$ cat src/rtl/fetch_queue_stage.sv
// Instruction-fetch stage: request/response memory port, prefetch queue of
// {pc, instr} entries, and branch/jump redirect with stale-response dropping.
module fetch_queue_stage #(
  parameter int unsigned WORD_LEN     = 16,
  parameter int unsigned ADDR_STEP    = 4,
  parameter int unsigned OFFSET_SHIFT = 1,
  parameter int unsigned QDEPTH       = 4,
  parameter int unsigned RESET_PC     = 0
) (
  input  logic                clk_i,
  input  logic                rst_i,
  input  logic                freeze_i,
  input  logic                br_taken_i,
  input  logic [WORD_LEN-1:0] br_pc_i,
  input  logic                jump_enable_i,
  input  logic [WORD_LEN-1:0] br_offset_i,
  output logic                imem_req_o,
  output logic [WORD_LEN-1:0] imem_addr_o,
  input  logic                imem_gnt_i,
  input  logic                imem_rsp_valid_i,
  input  logic [WORD_LEN-1:0] imem_rsp_data_i,
  output logic                out_valid_o,
  output logic [WORD_LEN-1:0] pc_o,
  output logic [WORD_LEN-1:0] instruction_o
);

  localparam int unsigned CW = $clog2(QDEPTH + 1);
  localparam int unsigned PW = $clog2(QDEPTH);

  typedef struct packed {
    logic [WORD_LEN-1:0] pc;
    logic [WORD_LEN-1:0] instr;
  } entry_t;

  entry_t              q_mem_q  [QDEPTH];
  logic [WORD_LEN-1:0] pend_q   [QDEPTH];

  logic [PW-1:0]       q_head_q, q_head_d, q_tail_q, q_tail_d;
  logic [PW-1:0]       p_head_q, p_head_d, p_tail_q, p_tail_d;
  logic [CW-1:0]       count_q, count_d, outst_q, outst_d, drop_q, drop_d;
  logic [WORD_LEN-1:0] fetch_pc_q, fetch_pc_d;

  logic                redirect_c, credit_ok_c, accept_c, rsp_keep_c, pop_c;
  logic [WORD_LEN-1:0] off_sh_c, target_c;
  entry_t              head_c;

  function automatic logic [PW-1:0] ptr_inc(input logic [PW-1:0] p);
    return (p == PW'(QDEPTH - 1)) ? '0 : p + PW'(1);
  endfunction

  // Redirect target and issue/output handshakes
  always_comb begin
    redirect_c  = jump_enable_i | br_taken_i;
    off_sh_c    = br_offset_i << OFFSET_SHIFT;
    target_c    = jump_enable_i ? off_sh_c : br_pc_i + off_sh_c;
    credit_ok_c = ({1'b0, count_q} + {1'b0, outst_q}) < (CW + 1)'(QDEPTH);
    imem_req_o  = !rst_i && !redirect_c && credit_ok_c;
    imem_addr_o = fetch_pc_q;
    accept_c    = imem_req_o && imem_gnt_i;
    rsp_keep_c  = imem_rsp_valid_i && (drop_q == '0) && !redirect_c;
    out_valid_o = !rst_i && (count_q != '0) && !redirect_c;
    pop_c       = out_valid_o && !freeze_i;
    head_c      = q_mem_q[q_head_q];
    pc_o          = (count_q != '0) ? head_c.pc    : '0;
    instruction_o = (count_q != '0) ? head_c.instr : '0;
  end

  // Next-state for pointers, counters and fetch PC
  always_comb begin
    fetch_pc_d = fetch_pc_q;
    q_head_d   = q_head_q;
    q_tail_d   = q_tail_q;
    p_head_d   = p_head_q;
    p_tail_d   = p_tail_q;
    count_d    = count_q;
    drop_d     = drop_q;
    outst_d    = outst_q + CW'(accept_c) - CW'(imem_rsp_valid_i);

    if (accept_c) begin
      fetch_pc_d = fetch_pc_q + WORD_LEN'(ADDR_STEP);
      p_tail_d   = ptr_inc(p_tail_q);
    end
    if (imem_rsp_valid_i) p_head_d = ptr_inc(p_head_q);

    if (redirect_c) begin
      // Every request still in flight after this edge belongs to the old path.
      fetch_pc_d = target_c;
      q_head_d   = '0;
      q_tail_d   = '0;
      count_d    = '0;
      drop_d     = outst_q - CW'(imem_rsp_valid_i);
    end else begin
      if (imem_rsp_valid_i && (drop_q != '0)) drop_d = drop_q - CW'(1);
      if (rsp_keep_c) q_tail_d = ptr_inc(q_tail_q);
      if (pop_c) q_head_d = ptr_inc(q_head_q);
      count_d = count_q + CW'(rsp_keep_c) - CW'(pop_c);
    end
  end

  always_ff @(posedge clk_i) begin
    if (rst_i) begin
      fetch_pc_q <= WORD_LEN'(RESET_PC);
      q_head_q   <= '0;
      q_tail_q   <= '0;
      p_head_q   <= '0;
      p_tail_q   <= '0;
      count_q    <= '0;
      outst_q    <= '0;
      drop_q     <= '0;
    end else begin
      fetch_pc_q <= fetch_pc_d;
      q_head_q   <= q_head_d;
      q_tail_q   <= q_tail_d;
      p_head_q   <= p_head_d;
      p_tail_q   <= p_tail_d;
      count_q    <= count_d;
      outst_q    <= outst_d;
      drop_q     <= drop_d;
    end
  end

  // Storage arrays carry no reset; validity is tracked by the counters above
  always_ff @(posedge clk_i) begin
    if (accept_c) pend_q[p_tail_q] <= fetch_pc_q;
    if (rsp_keep_c) q_mem_q[q_tail_q] <= '{pc: pend_q[p_head_q], instr: imem_rsp_data_i};
  end

endmodule

$ cat config.mk
export PLATFORM = sky130hd
export DESIGN_NAME = fetch_queue_stage
export DESIGN_NICKNAME = d
export VERILOG_FILES = /design/src/rtl/fetch_queue_stage.sv
export SDC_FILE = /design/constraint.sdc
export NUM_CORES = 1
export LEC_CHECK = 0
export CAP_MARGIN = 30
export CORE_MARGIN = 2
export CORE_UTILIZATION = 45
export CTS_CLUSTER_SIZE = 8
export DETAILED_ROUTE_END_ITERATION = 8
export HOLD_SLACK_MARGIN = 0.12
export PLACE_DENSITY = 0.66
export SYNTH_ARGS = -nofsm -noshare
export SYNTH_HDL_FRONTEND = slang
export SYNTH_SLANG_ARGS = --single-unit
$ cat constraint.sdc
create_clock -name clk_i -period 3.3 [get_ports clk_i]
set_input_delay 0.33 -clock clk_i [delete_from_list [all_inputs] [get_ports clk_i]]
set_output_delay 0.33 -clock clk_i [all_outputs]
set_load 0.02 [all_outputs]
; Word-level counts from Yosys, hierarchy flattened
; Memories as Yosys holds them, arrays and structs flattened. A register that Yosys moved wholly into a read port is not among the register bits.
; Cells that the tools add are included.
[word_totals]
reg_bits = 33
inputBits = 55
mem_bits_rw = 192
word_cells = 66
n_memories = 2
[mem_list]
columns = name, words, width, read_ports, rd_clocked_by_memory_dff, wr, line
row1 = q_mem_q, 4, 32, 1, 1, 1, 35  ; entry_t q_mem_q [QDEPTH];
row2 = pend_q, 4, 16, 1, 1, 1, 36  ; logic [WORD_LEN-1:0] pend_q [QDEPTH];
[classes]
mux = 19
n_lt_le_gt_ge = 1
n_eq_ne = 4
bitwise_logic = 1
add_sub_neg = 13
reduce_logical = 18
[ops]
columns = op, n
row1 = 2-to-1 mux 16 bit, 5
row2 = adder 16 bit, 1
row3 = "adder 16 x 3 -> 16 bit, second input constant", 1
row4 = 2-to-1 mux 2 bit, 8
row5 = logical AND 1 bit, 9
row6 = subtractor 3 x 1 -> 3 bit, 3
row7 = "adder 2 x 1 -> 2 bit, second input constant", 4
row8 = "== test 2 bit, second input constant", 4
row9 = adder 3 x 1 -> 3 bit, 2
row10 = 2-to-1 mux 3 bit, 2
row11 = nonzero test 3 bit, 2
row12 = adder 3 x 3 -> 4 bit, 1
row13 = "< comparator 4 x 3 -> 1 bit, second input constant", 1
row14 = 2-to-1 mux 1 bit, 4
row15 = nonzero test 2 bit, 2
row16 = logical NOT 1 bit, 3
row17 = logical NOT 3 bit, 1
row18 = "subtractor 3 x 1 -> 3 bit, second input constant", 1
row19 = OR reduction 2 bit, 1
row20 = bitwise OR 1 bit, 1

; Depth between registers and ports, before layout
; Gate-level depths: netlist (run 1).
[depth]
depth_word = 7
mapped_depth = 11
ltp_nobuf = 11

; Worst setup path before layout (run 1)
; Ideal clock, no wire load.
[synth_timing]
path_kind = register to register
start = reg count_q[1]
end = reg outst_q[2]
arrival_ns = 2.676
period_less_slack_ns = 2.804
required_time_ns = 3.172
n_path_buf = 0
path_slack_ns = 0.496
path_stages_with_launch = 12
path_cell_list = dfxtp_1 > ha_1 > and3_4 > or4_4 > nor2_1 > inv_1 > ha_1 > inv_1 > ha_1 > fa_1 > xnor2_1 > nor2_1
[synth_between]
elab_chain_cells = 6
[synth_rtl]
columns = item, line
row1 = "start, declared", 40  ; logic [CW-1:0] count_q, count_d, outst_q, outst_d, drop_q, drop_d;
row2 = "start signal, assigned", 116  ; count_q <= count_d;
row3 = adder 3 x 3 -> 4 bit, 56  ; credit_ok_c = ({1'b0, count_q} + {1'b0, outst_q}) < (CW + 1)'(QDEPTH);
row4 = < comparator 4 x 3 -> 1 bit, 56
row5 = logical AND 1 bit, 57  ; imem_req_o = !rst_i && !redirect_c && credit_ok_c;
row6 = logical AND 1 bit, 59  ; accept_c = imem_req_o && imem_gnt_i;
row7 = adder 3 x 1 -> 3 bit, 77  ; outst_d = outst_q + CW'(accept_c) - CW'(imem_rsp_valid_i);
row8 = subtractor 3 x 1 -> 3 bit, 77
row9 = "end signal, assigned", 117  ; outst_q <= outst_d;
row10 = "end, declared", 40
; No other way between the ends.
; A chain may end at the register's enable or synchronous reset.

; Worst setup path after layout (run 1)
; Ends and elaborated chain as after synthesis.

==> flow_summary.toml, run 1 <==
[outcome]
status = "finished, final reports clean"

[timing]
slew_violations = 0
fmax_mhz = 361
setup_violations = 0
grt_setup_unrepaired = "false"
hold_viol = 0
worst_pin_slew_ps = 776
fin_setup_tns_ps = 0
maxSlewHeadroom = 0.482
fin_worst_skew_ps = 15.6
period_minus_slack_ps = 2770
fin_crit_sh = 0.839

[routing]
drtIter0Drc = 360
wl_mm = 19.7
drc = 0
via_per_inst = 5.40
first_pass_iters = 4
wl_per_cell_um = 18.5
vias = 5727
drtAntennaViolNets = 0

[global_route]
grt_pass1_vias = 6198
grt_max_degree = 34
grt_pass1_wl_mm = 31.9
antenna_found_initial = 0
track_usage = 0.173
gr-total-overflow = 0

[clocking]
htree_levels = 2
cts_resized = 0
cts_hold_buf = 0
cts.clk_slew.worst_paths_ps = 50
clockBufferDepth = 3
postCtsSetupBuffers = 0
insertion_delay_ps = 490
clock_sinks = 229
root_buffer = "clkbuf_16"
cts_buffers = 34
cts_tree = "done"

[power_and_ir_drop]
power_density_nw_per_um2 = 559
ir_drop_mv = 0.319
swShare = 0.216
comb_power_share = 0.087
power.leakage_nw = 4.21
p_seq_frac = 0.481
clkPwrFrac = 0.432
power.total_mw = 6.88
p_sw_mw = 1.49
intPower_mw = 5.39

[placement]
hpwlAfterDp_mm = 12.7
gp_congestion = 0.897
io_buffer_count = 103

[die]
std_cell_rows = 54
die_area_um2 = 23300
core_um2 = 21800
die_x_um = 153
die_h_um = 153
initial_core_util = 0.456
ios = 105

[worst_setup_path]
cpLargestDelayFamily = "adder cells"
required_ps = 3670
start_kind = "flip-flop"
path_buf_inv = 2
endpoint_kind = "flip-flop"
critPathMostFrequentCell = "ha_1"
path_max_fanout = 4
slowest_stage = "or4_4"
critPathKind = "flip-flop to flip-flop"
critical_path_arrival_ps = 3130
slowest_delay_ps = 490
cp_cell_sequence = "ha_1, and3_4, or4_4, nor2_1, inv_1, ha_1, inv_1, ha_1, fa_1, xnor2_1, nor2_1"

[cells_and_area]
area_growth_pct = 24.0
antenna_cells = 0
fin_nets = 863
drive_above_1_share = 0.143

[synth]
yosys_warnings = 0
synthCells = 634
async_reset_ff_frac = 0
synth_edf_count = 192
syn_nets = 727
yosysSeqAreaShare = 0.656
synthDistinctLibCells = 50
ys_ff_latch = 229
synthFlopType = "edfxtp_1"
avgSynthCellArea_um2 = 15.7
synth_area_um2 = 9920

[flow_run]
drv_cap = 0

[worst_hold_path]
hold_path.class = "input port to flip-flop"
[cell usage in the layout, fill, tap and decap left out, types with 3 or more instances in the layout]
master and instances:
nand3_1 9, a211oi_1 9, o21ai_0 11, clkbuf_16 34, mux2i_1 6, nand4_1 5
dfxtp_1 36, nor3_1 10, clkdlybuf4s50_1 103, o211ai_1 5, nand2_1 28, and2_1 8
inv_1 27, nor2b_1 37, nor3b_1 3, a21oi_1 23, a21o_1 9, xor2_1 11
nand2b_1 7, ha_1 35, edfxtp_1 192, and3_1 6, nor2_1 37, buf_4 19
clkbuf_1 9, xnor2_1 15, mux4_2 48, fa_1 3
[path summary, 6_finish.rpt]
path	start	endpoint	slack, ps	depth (start not counted)
max	count_q[1]	outst_q[2]	530	11
min	imem_rsp_data_i[4]	q_mem_q[2][4]	470	1
max reg2reg	count_q[1]	outst_q[2]	530	11
min reg2reg	p_tail_q[1]	p_tail_q[1]	510	2
[synth_stat cells (all sizes together), types with 3 or more instances]
| library cell | n | area share |
|---|---|---|
| edfxtp | 192 | 0.58 |
| mux4 | 48 | 0.11 |
| dfxtp | 37 | 0.075 |
| nor2 | 37 | 0.014 |
| nor2b | 37 | 0.023 |
| ha | 35 | 0.044 |
| nand2 | 28 | 0.011 |
| inv | 27 | 0.010 |
| a21oi | 23 | 0.012 |
| xnor2 | 15 | 0.013 |
| clkbuf | 14 | 0.0053 |
| o21ai | 13 | 0.0066 |
| nor3 | 11 | 0.0055 |
| xor2 | 11 | 0.0097 |
| a211oi | 9 | 0.0068 |
| a21o | 9 | 0.0068 |
| buf | 9 | 0.0040 |
| nand3 | 9 | 0.0045 |
| and2 | 8 | 0.0050 |
| nand2b | 8 | 0.0058 |
| and3 | 7 | 0.0049 |
| mux2i | 6 | 0.0061 |
| nand4 | 5 | 0.0032 |
| o211ai | 5 | 0.0038 |
| fa | 3 | 0.0061 |
| nor3b | 3 | 0.0023 |
[registers in the layout, indices dropped and copies added (netlist names), named ones only]
name	flops
q_mem_q	128
pend_q	64
imem_addr_o	16
count_q	3
drop_q	3
outst_q	3
p_head_q	2
p_tail_q	2
q_head_q	2
q_tail_q	2
[worst register-to-register path, delay by kind of cell (launching register included)]
kind                     cells  cell delay [ps]
adder cells (fa/ha/maj)      4             1090
buffers and inverters        2              140
XOR/XNOR                     1              160
flip-flops                   1              410
AND/OR/NAND/NOR              4              860
[metrics by stage]
step	utilization	cell area [um^2]	std cells	worst slack [ps]	hold slack (ps)
2_1_floorplan	-	9920	634	496	429
3_3_place_gp	0.523	11400	1014	273	480
3_5_place_dp	0.523	11400	1014	153	507
4_1_cts	0.566	12300	1061	508	449
5_1_grt	0.566	12300	1061	415	481
6_report	0.566	12300	1061	531	472
[layout make-up]
type | count | area, um^2
clock buffers | 43 | 885
inverters | 27 | 101
well taps | 280 | 350
fillers | 1690 | 9450
flip-flops and latches | 229 | 6510
multi-input cells | 355 | 3230
repair buffers | 123 | 1190
clock inverters | 4 | 38.8
[kinds of logic (layout without fill, tap and decap cells)]
| logic type | after synthesis | in the layout | synth area share |
|---|---|---|---|
| simple gates | 158 | 158 | 0.0843 |
| flops | 229 | 229 | 0.656 |
| buf+inv | 50 | 197 | 0.0195 |
| mux | 54 | 54 | 0.115 |
| compound gates | 79 | 79 | 0.0524 |
| xor+xnor | 26 | 26 | 0.0229 |
| fa+ha+maj | 38 | 38 | 0.0502 |
[power by group through the flow]
stage	clock, mW	sequential [mW]	combinational [mW]
after floorplan	0	3.35	0.369
after global placement	0	3.35	0.586
final	2.97	3.31	0.601
after global routing	3.18	3.31	0.664
after detailed placement	0	3.36	0.601
after CTS	3.05	3.31	0.605
[layer usage]
metal,vias up,track usage,wire (um)
met3,37,0.0407,1130
met5,-,0,0
met2,176,0.291,9630
li1,2705,-,-
met1,2809,0.221,8390
met4,0,0.0666,529
(Power assumes the default switching activity.)
==> inputs of run 2 (changes only) <==
--- a/config.mk
+++ b/config.mk
@@ -11,7 +11,7 @@
 export CTS_CLUSTER_SIZE = 8
 export DETAILED_ROUTE_END_ITERATION = 8
 export HOLD_SLACK_MARGIN = 0.12
-export PLACE_DENSITY = 0.66
+export PLACE_DENSITY = 0.68
 export SYNTH_ARGS = -nofsm -noshare
 export SYNTH_HDL_FRONTEND = slang
 export SYNTH_SLANG_ARGS = --single-unit
==> constraint.sdc (replaced) <==
create_clock -name clk_i -period 2.2 [get_ports clk_i]
set_input_delay 0.22 -clock clk_i [delete_from_list [all_inputs] [get_ports clk_i]]
set_output_delay 0.22 -clock clk_i [all_outputs]
set_load 0.02 [all_outputs]
==> flow_summary.toml, run 2 (synthesis results as in run 1) <==
[cells_and_area]
multi_input_area_um2 = 3510
fin_nets = 957
layout_commonest_cell = "edfxtp_1"
largest-register = "q_mem_q"
drive_above_1_share = 0.333
largest_register_ffs = 128
n_fill_cell = 1608
antenna_cells = 0
regArea_um2 = 6520
area_growth_pct = 36.2
final_cell_mix = "192 x edfxtp_1, 87 x buf_4, 68 x clkdlybuf4s50_1"

[die]
core_um2 = 21800
ios = 105
die_area_um2 = 23300
initial_core_util = 0.456
std_cell_rows = 54
die_x_um = 153
die_h_um = 153

[global_route]
antenna_found_initial = 0
gr-total-overflow = 0
track_usage = 0.186
grt_pass1_vias = 6493
grt_pass1_wl_mm = 34.3
grt_max_degree = 34

[worst_setup_path]
endpoint = "outst_q[1]"
path_buf_inv = 2
path_max_fanout = 2
cp_cell_sequence = "ha_4, and3_4, or4_4, nor2_4, inv_2, ha_4, inv_2, ha_4, fa_2, nor2b_4"
start_kind = "flip-flop"
r2r_setup_slack_ps = -390
cpLargestDelayFamily = "adder cells"
cp.depth = 10
critPathMostFrequentCell = "ha_4"
required_ps = 2630
r2r_start = "count_q[1]"
slowest_delay_ps = 530
slowest_stage = "or4_4"
r2r_end = "outst_q[1]"
crit_start = "count_q[1]"
endpoint_kind = "flip-flop"
r2r_cells = 10
critPathKind = "flip-flop to flip-flop"
critical_path_arrival_ps = 3020

[routing]
vias = 6187
drc = 0
wl_mm = 22.1
drtIter0Drc = 337
via_per_inst = 5.36
wl_per_cell_um = 19.2
drtAntennaViolNets = 0
first_pass_iters = 5

[outcome]
failed_checks = "negative setup slack"
status = "finished, violations left"

[clocking]
clockBufferDepth = 3
cts_hold_buf = 0
root_buffer = "clkbuf_16"
clock_sinks = 229
cts.clk_slew.worst_paths_ps = 50
cts_tree = "done"
htree_levels = 2
cts_buffers = 34
insertion_delay_ps = 500

[timing]
grt_setup_unrepaired = "true"
fin_worst_skew_ps = 14.3
hold-worst-slack_ps = 123
worst_slack_ps = -392
slew_violations = 0
fmax_mhz = 386
maxSlewHeadroom = 0.733
hold_viol = 0
setup_violations = 20
worst_pin_slew_ps = 390
fin_crit_sh = 1.18
period_minus_slack_ps = 2590

[placement]
gp_congestion = 0.887
io_buffer_count = 103
hpwlAfterDp_mm = 13.5
dp_slack_ps = -667

[power_and_ir_drop]
ir_drop_mv = 0.515
power.leakage_nw = 4.92
power_density_nw_per_um2 = 788

[flow_run]
drv_cap = 0

[worst_hold_path]
holdPathStages = 4
hold_path.class = "input port to flip-flop"
==> run 2: changes by cell type in the layout (fill, tap and decap cells not counted), sizes merged <==
cell,delta
dlymetal6s2s,+1
buf,+120
clkbuf,+7
clkdlybuf4s50,-35
==> run 2: worst min path at each step <==
stage / from / endpoint / slack [ps]
floorplan: imem_rsp_data_i[0] / q_mem_q[0][0] / 320
finish: br_offset_i[0] / imem_addr_o[1] / 120
detailed placement: q_tail_q[1] / q_tail_q[1] / 500
global route: br_offset_i[0] / imem_addr_o[1] / 140
CTS: imem_rsp_data_i[1] / q_mem_q[0][1] / 350
global placement: q_tail_q[1] / q_tail_q[1] / 480
==> run 2: repair_timing <==
action	CTS	global route
endpoints found under the setup margin	112	233
resized for setup	157	80
setup buffers	20	14
gates cloned	1	2
pin swaps	18	25
==> run 2: worst min-delay path: cells and delay by family <==
kind,cells,cell delay (ps)
buffers and inverters,2,220
AND/OR/NAND/NOR,1,70
AO/OA/AOI/OAI,1,50
==> run 2: final cells by class <==
type                            count  share of cell area
Sequential cell                   229               0.482
Inverter                           27             0.00750
Multi-Input combinational cell    355               0.260
Timing Repair Buffer              217               0.156
Tap cell                          280              0.0259
Clock inverter                      4             0.00287
Clock buffer                       42              0.0652
==> run 2: power breakdown <==
group	switching, mW	internal (mW)	leakage, nW
clock	1.71	2.79	0.448
combinational	0.593	0.649	2.43
sequential	0.0691	4.84	2.05
==> run 2: per-layer routing <==
layer	GRT usage	part of all wire
met1	0.232	0.41
met2	0.325	0.51
met3	0.0435	0.062
met4	0.0538	0.016
met5	0	0
==> run 2: through the flow <==
step / utilization / area [um^2] / total power, mW / cells / TNS, ps
2_1_floorplan: - / 9970 / 5.59 / 634 / -846
3_3_place_gp: 0.551 / 12000 / 6.05 / 1074 / -4760
3_5_place_dp: 0.551 / 12000 / 6.09 / 1074 / -7270
4_1_cts: 0.604 / 13100 / 10.6 / 1140 / -1770
5_1_grt: 0.621 / 13500 / 11.0 / 1154 / -3840
6_report: 0.621 / 13500 / 10.6 / 1154 / -1540
==> inputs of run 3 (changes only) <==
--- a/config.mk
+++ b/config.mk
@@ -5,13 +5,16 @@
 export SDC_FILE = /design/constraint.sdc
 export NUM_CORES = 1
 export LEC_CHECK = 0
+export ABC_AREA = 1
 export CAP_MARGIN = 30
+export CELL_PAD_IN_SITES_DETAIL_PLACEMENT = 2
+export CELL_PAD_IN_SITES_GLOBAL_PLACEMENT = 2
 export CORE_MARGIN = 2
-export CORE_UTILIZATION = 45
+export CORE_UTILIZATION = 33
 export CTS_CLUSTER_SIZE = 8
 export DETAILED_ROUTE_END_ITERATION = 8
 export HOLD_SLACK_MARGIN = 0.12
-export PLACE_DENSITY = 0.68
+export PLACE_DENSITY = 0.75
 export SYNTH_ARGS = -nofsm -noshare
 export SYNTH_HDL_FRONTEND = slang
 export SYNTH_SLANG_ARGS = --single-unit
==> flow_summary.toml, run 3 <==
[outcome]
status = "finished, violations left"
failed_checks = "negative setup slack"

[routing]
via_per_inst = 5.04
drtIter0Drc = 339
wl_mm = 31.4
drtAntennaViolNets = 0
wl_per_cell_um = 19.6
drc = 0
first_pass_iters = 4
vias = 8075

[global_route]
antenna_found_initial = 0
grt_pass1_vias = 9078
use_met1 = 0.214
track_usage = 0.191
gr-total-overflow = 0
grt_max_degree = 35
grt_pass1_wl_mm = 49.4
met3_usage = 0.0327
busiest_layer = "met2"
use_met2 = 0.371

[synth]
synthCells = 1038
yosys-top-cells-count = "225 x nor2_1, 192 x edfxtp_1, 121 x o21ai_0, 105 x nand2_1, 97 x inv_1"
yosys.area.top_type = "edfxtp_1"
synthFlopType = "edfxtp_1"
synthDistinctLibCells = 39
netlist_top_cells_area = "edfxtp_1 55%, nor2_1 8.0%, dfxtp_1 7.1%"
async_reset_ff_frac = 0
yosysSeqAreaShare = 0.620
yosysTopAreaCellShare = 0.549
ys_ff_latch = 229
avgSynthCellArea_um2 = 10.1
synth_edf_count = 192
yosys_warnings = 0
yosysMostFrequentCell = "nor2_1"
synth_area_um2 = 10500
syn_nets = 1131

[cells_and_area]
post-route-util = 0.427
final_area_um2 = 13400
antenna_cells = 0
area_growth_pct = 28.0
largest-register = "q_mem_q"
drive_above_1_share = 0.138
largest_register_ffs = 128
n_fill_cell = 3320
fin_nets = 1281
final_cell_mix = "216 x nor2_1, 192 x edfxtp_1, 117 x o21ai_0"
layout_commonest_cell = "nor2_1"

[worst_setup_path]
path_max_fanout = 2
endpoint_kind = "flip-flop"
critPathKind = "flip-flop to flip-flop"
required_ps = 2590
start_kind = "flip-flop"
r2r_cells = 12
critical_path_arrival_ps = 2680

[power_and_ir_drop]
power_density_nw_per_um2 = 811
clkPwrFrac = 0.437
ir_drop_mv = 0.424
p_seq_frac = 0.456
swShare = 0.234
comb_power_share = 0.108
power.leakage_nw = 5.18
intPower_mw = 8.35
p_sw_mw = 2.55
power.total_mw = 10.9

[timing]
period_minus_slack_ps = 2290
grt_setup_unrepaired = "true"
fmax_mhz = 436
fin_worst_skew_ps = 11.9
worst_pin_slew_ps = 478
setup_violations = 1
slew_violations = 0
hold_viol = 0
fin_crit_sh = 1.04
maxSlewHeadroom = 0.681
worst_slack_ps = -94.2

[clocking]
cts_buffers = 34
clock_sinks = 229
cts.clk_slew.worst_paths_ps = 50
clockBufferDepth = 3
insertion_delay_ps = 500
root_buffer = "clkbuf_16"
cts_tree = "done"
htree_levels = 2
cts_hold_buf = 0

[placement]
dp_slack_ps = -519
gp_congestion = 0.765
hpwlAfterDp_mm = 21.4
io_buffer_count = 103
postPlaceCellArea_um2 = 12500

[die]
die_h_um = 182
die_x_um = 182
die_area_um2 = 33300
ios = 105
std_cell_rows = 65
initial_core_util = 0.334
core_um2 = 31500

[worst_hold_path]
holdPathStages = 3
hold_path.class = "input port to flip-flop"

[flow_run]
drv_cap = 0
## run 3: cell count changes in the layout (fill, tap and decap cells not counted), moves of 23 or more
cell     previous run  this run
nor2b_1            23         0
inv_1              22        94
nand2_1            26       103
buf_4              87        34
mux4_2             48         0
nor2_1             33       216
o21ai_0             9       117
a21oi_1            21        63
nand3_1             8        41
## run 3: metal layers
layer / share of wire / vias up
met4: 0.018 / 0
met1: 0.41 / 4049
met5: 0 / -
met3: 0.038 / 44
met2: 0.53 / 137
li1: - / 3845
## run 3: logic make-up (layout without fill, tap and decap cells)
| group | count (synthesis) | in the layout | synth area share |
|---|---|---|---|
| and+or+nand+nor | 393 | 393 | 0.156 |
| AOI/OAI and AO/OA | 221 | 221 | 0.111 |
| buffers and inverters | 144 | 307 | 0.0548 |
| xor gates and xnor gates | 13 | 13 | 0.0108 |
| adders and majority gates | 38 | 38 | 0.0474 |
| DFF | 229 | 229 | 0.620 |
## run 3: through the flow
stage          hold slack [ps]  std cells  TNS [ps]
2_1_floorplan              319       1038    -53520
3_3_place_gp               487       1549     -2740
3_5_place_dp               506       1549     -8430
4_1_cts                    351       1600      -205
5_1_grt                    359       1603      -429
6_report                   360       1603     -94.2
## run 3: final cells by class
cell class | count | area (um^2) | area share
sequential | 229 | 6520 | 0.485
multi-input combinational | 665 | 3530 | 0.263
timing repair buffer | 155 | 1530 | 0.113
clock buffer | 49 | 971 | 0.0722
tap | 402 | 503 | 0.0374
inverter | 103 | 395 | 0.0294
## run 3: final timing paths
check | from | to | slack [ps]
worst min register to register | q_head_q[1] | flip-flop | 530
worst max-delay path | count_q[2] | outst_q[2] | -90
worst max register to register | count_q[2] | outst_q[2] | -90
worst min-delay path | br_pc_i[0] | imem_addr_o[0] | 360
## run 3: worst max-delay path: stages, from the launching register on
cell	delay [ps]
dfxtp_2	340
ha_4	250
nor3_4	190
nand2_4	90
nor2_8	120
nand2_8	60
ha_4	270
inv_2	40
ha_4	140
fa_2	340
xnor2_2	150
xor2_1	150
nor2_1	50
## run 3: power by group through the flow
| stage | clock, mW | sequential [mW] | combinational (mW) |
|---|---|---|---|
| after global placement | 0 | 5.04 | 1.12 |
| after CTS | 4.86 | 4.97 | 1.20 |
| after global routing | 5.03 | 4.98 | 1.33 |
| after floorplan | 0 | 5.06 | 0.651 |
| final | 4.76 | 4.97 | 1.17 |
| after detailed placement | 0 | 5.06 | 1.19 |
## run 3: repair_timing
item,CTS,global route
setup endpoints to repair,36,34
gates cloned,1,1
buffers inserted,1,2
resized for setup,83,47
pin swaps,11,13
